[config.mk]
export PLATFORM = sky130hd
export DESIGN_NAME = risc16_seq_alu
export DESIGN_NICKNAME = d
export VERILOG_FILES = /design/src/rtl/risc16_seq_alu.sv
export SDC_FILE = /design/constraint.sdc
export NUM_CORES = 1
export LEC_CHECK = 0
export BUFFER_PORTS_ARGS = -buffer_cell sky130_fd_sc_hd__buf_2
export CELL_PAD_IN_SITES_DETAIL_PLACEMENT = 1
export CELL_PAD_IN_SITES_GLOBAL_PLACEMENT = 2
export CORE_MARGIN = 3
export CORE_UTILIZATION = 25
export DETAILED_ROUTE_END_ITERATION = 8
export GPL_TIMING_DRIVEN = 0
export PLACE_DENSITY = 0.57
export SLEW_MARGIN = 20
export SYNTH_ARGS = -nofsm -noshare
export SYNTH_HDL_FRONTEND = slang
export SYNTH_SLANG_ARGS = --single-unit
export TNS_END_PERCENT = 30
[constraint.sdc]
create_clock -name clk -period 2.5 [get_ports clk]
set_input_delay 0.375 -clock clk [delete_from_list [all_inputs] [get_ports clk]]
set_output_delay 0.375 -clock clk [all_outputs]
set_load 0.03 [all_outputs]
[src/rtl/risc16_seq_alu.sv]
// Handshaked RiSC-16 ALU: registered result/flags, valid/ready on both sides,
// single-cycle ops plus an iterative shift-add unsigned multiply.
module risc16_seq_alu #(
  parameter int WORD_LENGTH = 16
) (
  input  logic                   clk,
  input  logic                   rst_n,
  input  logic                   flush,
  input  logic                   in_valid,
  output logic                   in_ready,
  input  logic [WORD_LENGTH-1:0] src1,
  input  logic [WORD_LENGTH-1:0] src2,
  input  logic [2:0]             funct,
  output logic                   out_valid,
  input  logic                   out_ready,
  output logic [WORD_LENGTH-1:0] result,
  output logic [WORD_LENGTH-1:0] result_hi,
  output logic                   zero,
  output logic                   carry,
  output logic                   overflow
);

  localparam int SHAMT = $clog2(WORD_LENGTH);
  localparam int CNT_W = SHAMT + 1;
  localparam int MSB   = WORD_LENGTH - 1;

  localparam logic [2:0] OP_ADD = 3'd0, OP_NAND = 3'd1, OP_PASSA = 3'd2, OP_SUB = 3'd3,
                         OP_MUL = 3'd4, OP_SHL  = 3'd5, OP_SHR   = 3'd6, OP_SRA = 3'd7;

  typedef enum logic [1:0] {IDLE, BUSY, DONE} state_t;

  state_t                   state_q, state_d;
  logic [WORD_LENGTH-1:0]   result_q, result_d, result_hi_q, result_hi_d;
  logic                     zero_q, zero_d, carry_q, carry_d, overflow_q, overflow_d;
  logic [CNT_W-1:0]         cnt_q, cnt_d;
  logic [WORD_LENGTH-1:0]   mcand_q, mcand_d;
  logic [2*WORD_LENGTH-1:0] acc_q, acc_d;

  logic                     accept;
  logic [SHAMT-1:0]         shamt;
  logic [WORD_LENGTH:0]     add_s, sub_s, shl_s, mul_add;
  logic [WORD_LENGTH-1:0]   alu_res;
  logic                     alu_c, alu_v;
  logic [2*WORD_LENGTH-1:0] mul_step;

  assign in_ready  = (state_q == IDLE) || ((state_q == DONE) && out_ready);
  assign out_valid = (state_q == DONE);
  assign accept    = in_valid && in_ready && !flush;
  assign shamt     = src2[SHAMT-1:0];

  assign add_s = {1'b0, src1} + {1'b0, src2};
  assign sub_s = {1'b0, src1} - {1'b0, src2};
  assign shl_s = {1'b0, src1} << shamt;

  // Upper half accumulates the multiplicand; lower half holds the remaining multiplier bits.
  assign mul_add  = {1'b0, acc_q[2*WORD_LENGTH-1:WORD_LENGTH]} +
                    (acc_q[0] ? {1'b0, mcand_q} : '0);
  assign mul_step = {mul_add, acc_q[WORD_LENGTH-1:1]};

  always_comb begin
    alu_res = '0;
    alu_c   = 1'b0;
    alu_v   = 1'b0;
    case (funct)
      OP_ADD: begin
        alu_res = add_s[MSB:0];
        alu_c   = add_s[WORD_LENGTH];
        alu_v   = (src1[MSB] == src2[MSB]) && (add_s[MSB] != src1[MSB]);
      end
      OP_SUB: begin
        alu_res = sub_s[MSB:0];
        alu_c   = sub_s[WORD_LENGTH];
        alu_v   = (src1[MSB] != src2[MSB]) && (sub_s[MSB] != src1[MSB]);
      end
      OP_NAND:  alu_res = ~(src1 & src2);
      OP_PASSA: alu_res = src1;
      OP_SHL: begin
        alu_res = shl_s[MSB:0];
        alu_c   = shl_s[WORD_LENGTH];
      end
      OP_SHR:  alu_res = src1 >> shamt;
      OP_SRA:  alu_res = $unsigned($signed(src1) >>> shamt);
      default: alu_res = '0;
    endcase
  end

  always_comb begin
    state_d     = state_q;
    result_d    = result_q;
    result_hi_d = result_hi_q;
    zero_d      = zero_q;
    carry_d     = carry_q;
    overflow_d  = overflow_q;
    cnt_d       = cnt_q;
    mcand_d     = mcand_q;
    acc_d       = acc_q;
    if (flush) begin
      state_d = IDLE;
    end else begin
      case (state_q)
        IDLE, DONE: begin
          if (accept && funct == OP_MUL) begin
            mcand_d = src1;
            acc_d   = {{WORD_LENGTH{1'b0}}, src2};
            cnt_d   = CNT_W'(WORD_LENGTH);
            state_d = BUSY;
          end else if (accept) begin
            result_d    = alu_res;
            result_hi_d = '0;
            zero_d      = (alu_res == '0);
            carry_d     = alu_c;
            overflow_d  = alu_v;
            state_d     = DONE;
          end else if (state_q == DONE && out_ready) begin
            state_d = IDLE;
          end
        end
        BUSY: begin
          acc_d = mul_step;
          cnt_d = cnt_q - 1'b1;
          if (cnt_q == CNT_W'(1)) begin
            result_d    = mul_step[MSB:0];
            result_hi_d = mul_step[2*WORD_LENGTH-1:WORD_LENGTH];
            zero_d      = (mul_step[MSB:0] == '0);
            carry_d     = 1'b0;
            overflow_d  = 1'b0;
            state_d     = DONE;
          end
        end
        default: state_d = IDLE;
      endcase
    end
  end

  always_ff @(posedge clk or negedge rst_n) begin
    if (!rst_n) begin
      state_q     <= IDLE;
      result_q    <= '0;
      result_hi_q <= '0;
      zero_q      <= 1'b0;
      carry_q     <= 1'b0;
      overflow_q  <= 1'b0;
      cnt_q       <= '0;
      mcand_q     <= '0;
      acc_q       <= '0;
    end else begin
      state_q     <= state_d;
      result_q    <= result_d;
      result_hi_q <= result_hi_d;
      zero_q      <= zero_d;
      carry_q     <= carry_d;
      overflow_q  <= overflow_d;
      cnt_q       <= cnt_d;
      mcand_q     <= mcand_d;
      acc_q       <= acc_d;
    end
  end

  assign result    = result_q;
  assign result_hi = result_hi_q;
  assign zero      = zero_q;
  assign carry     = carry_q;
  assign overflow  = overflow_q;

endmodule
==> flow_summary.yaml <==
global_routing:
  grt_use_total_pct: 20.8
  grt_max_degree: 58
  grt_overflow: 0
  grt_pass1_vias: 8672
  antenna_found_initial: 1
  grt_pass1_wl_microns: 54600
clock_tree:
  cts_max_path_buffers: 2
  htreeDepth: 3
  cts_tree: "yes"
  root_buffer: "clkbuf_16"
  cts.sinks: 90
  cts_made_buffers: 9
  clkLatencyLatePin_ns: 0.36
  path_clk_slew_ns: 0.06
drt:
  vias: 8315
  drtPass1Iterations: 5
  drt-total-wl_microns: 35700
  detail-route-antenna-nets: 0
  vias_per_cell: 5.46
  drt-wirelength-per-cell_microns: 23.4
  drtIter0Drc: 580
  drc: 0
die:
  fp.dieH_microns: 186
  row_count: 65
  core_area_sq_um: 31700
  die_w_microns: 186
  dieArea_sq_um: 34500
  start_util_pct: 25.5
  io_pins: 77
power:
  ir_worst_vdd_mv: 0.273
  power.total_mw: 5.71
  pwr_density_cell_nw_per_um2: 530
  p_leak_nw: 4.56
synth:
  syn_area_sq_um: 8090
  async_reset_ff_share_pct: 100
  ys_seq_area_share_pct: 27.8
  synth.mux.area_fraction_pct: 11.3
  ys_ff_latch: 90
  synth-adder-area-share_pct: 8.79
  synth_edf_count: 0
  syn_inst: 988
  ys_types: 75
  syn-num-nets: 1083
  synth-compound-area-share_pct: 24.8
  synth-simple-area-share_pct: 19.4
  synth_warnings: 0
  synth_top_family_by_area: "compound AO/OA/AOI/OAI gates"
  syn_area_per_cell_sq_um: 8.19
  ys.flop_type: "dfrtp_1"
  synth_xor_area_share_pct: 2.17
cells_and_area:
  instances_no_fill: 1524
  n_fill_cell: 3706
  fin_util_pct: 33.9
  nets: 1212
  drive_gt1_share_pct: 33.0
  diodes: 0
  area_growth_pct: 33.1
worst_setup_path:
  setup.worst_path.end: "zero"
  cp_max_fo: 4
  worst_r2r_path_depth: 9
  end_kind: "register"
  path_class: "input pin to register"
  r2r-start: "state_q[0]"
  worst-r2r-setup-slack_ns: -0.27
  cp-startpoint: "src2[1]"
  rr_endpoint: "zero"
  start_kind: "input pin"
  cp_data_required_time_ns: 2.79
  crit_arrival_ns: 3.44
sta:
  rsz0062_at_grt: "yes"
  drv_slew: 0
  slew_headroom_pct: 49.9
  fmax_mhz: 317
  final.setup.worst_slack_ns: -0.650
  tightestPinTransition_ns: 0.750
  period_needed_ns: 3.15
  fin_crit_sh_pct: 126
  finClkSkew_ns: 0.00954
  setup_viol: 25
  hold_viol: 0
outcome:
  status: "finished with violations"
  violations: "negative setup slack"
run:
  drv_cap: 0
placed_design:
  portBuffers: 76
  place_congestion: 0.927
  dp_hpwl_microns: 27400
  dp_slack_ns: -1.69
  dp_cells: 1467
hold_path:
  hold_path.class: "input pin to register"
[worst min-delay path by stage]
stage,start,slack [ns],depth (start not counted),to
CTS,out_ready,0.20,2,state_q[1]
global route,out_ready,0.21,2,state_q[1]
floorplan,rst_n,0.08,0,acc_q[0]
global placement,result_hi[13],0.46,2,result_hi[13]
detailed placement,rst_n,0.30,1,result_hi[11]
finish,out_ready,0.21,2,state_q[1]
[cells in the mapped netlist (all sizes together), types with 9 or more instances]
library cell	n	area, sq um
a211oi	12	90.1
a21oi	68	340
a221o	9	90.1
a31oi	19	119
and2	23	144
buf	22	118
clkbuf	48	181
dfrtp	90	2250
ha	52	651
inv	42	158
mux2	40	450
mux2i	17	174
mux4	13	293
nand2	130	488
nand2b	11	68.8
nand3	14	70.1
nor2	86	323
nor2b	10	62.6
nor3	14	70.1
o211ai	10	75.1
o21ai	73	365
o21bai	9	67.6
o221ai	13	114
o22ai	10	62.6
o31ai	9	67.6
or3	9	56.3
xnor2	12	105
[sequential cells by signal (all words and copies together) (netlist names), 2 cells and up]
signal,count
result_hi,16
cnt_q,5
mcand_q,16
result,16
state_q,2
acc_q,32
[through the flow]
step	hold WS, ns	cell area, sq um	setup TNS [ns]
3_3_place_gp	0.461	9120	-54.73
3_5_place_dp	0.296	9150	-56.79
5_1_grt	0.206	10800	-10.99
4_1_cts	0.199	10200	-5.99
6_report	0.211	10800	-5.52
2_1_floorplan	0.0794	8230	-3.07
[worst max-delay path: stages]
cell,delay [ns]
buf_8,0.10
buf_8,0.11
buf_12,0.12
clkinvlp_4,0.08
ha_4,0.20
nor2b_4,0.12
o31a_1,0.33
o41ai_4,0.46
o2bb2ai_4,0.12
a311o_1,0.35
a211oi_2,0.28
nor3_2,0.07
a2bb2oi_2,0.15
or4_4,0.49
nand2_1,0.07
[timing repair]
action | in CTS | in global routing
gates cloned | 1 | 0
endpoints found under the setup margin | 69 | 69
gates resized for setup | 140 | 121
hold buffers | 1 | 0
pin swaps | 44 | 46
buffers inserted | 24 | 19
endpoints found under the hold margin | 33 | 0
[power by group]
group / internal [mW] / leakage [nW] / switching, mW
clock: 0.804 / 0.143 / 0.604
sequential: 1.70 / 1.16 / 0.180
combinational: 1.01 / 3.25 / 1.41
[logic make-up (layout without fill, tap and decap cells)]
| logic type | count (synthesis) | in the layout |
|---|---|---|
| AOI/OAI and AO/OA | 303 | 303 |
| buffers and inverters | 113 | 247 |
| and+or+nand+nor | 337 | 337 |
| xor gates and xnor gates | 20 | 20 |
| adders and majority gates | 55 | 55 |
| DFF | 90 | 90 |
| muxes | 70 | 70 |
[layout make-up]
type	instances	area, sq um	share of cell area [%]
Clock buffer	12	246	2.29
Inverter	43	184	1.71
Clock inverter	4	51.3	0.477
Multi-Input combinational cell	785	6280	58.3
Timing Repair Buffer	120	800	7.43
Buffer	68	447	4.15
Sequential cell	90	2250	20.9
Tap cell	402	503	4.67
[placed cells by master, fill, tap and decap left out, drive strengths merged, types with 23 or more instances in the layout]
master    n
mux2     40
a21oi    68
and2     23
dfrtp    90
nand2   130
buf     136
o21ai    73
clkbuf   63
ha       52
nor2     86
inv      42
[metal layers]
metal | track usage [%] | vias up | wire, microns | part of all wire [%]
li1 | - | 3873 | - | -
met1 | 31.3 | 4191 | 17900 | 50
met2 | 31.3 | 205 | 15500 | 43
met3 | 2.79 | 46 | 1510 | 4.2
met4 | 5.63 | 0 | 822 | 2.3
met5 | 0 | - | 0 | 0
(Power assumes the default switching activity.)
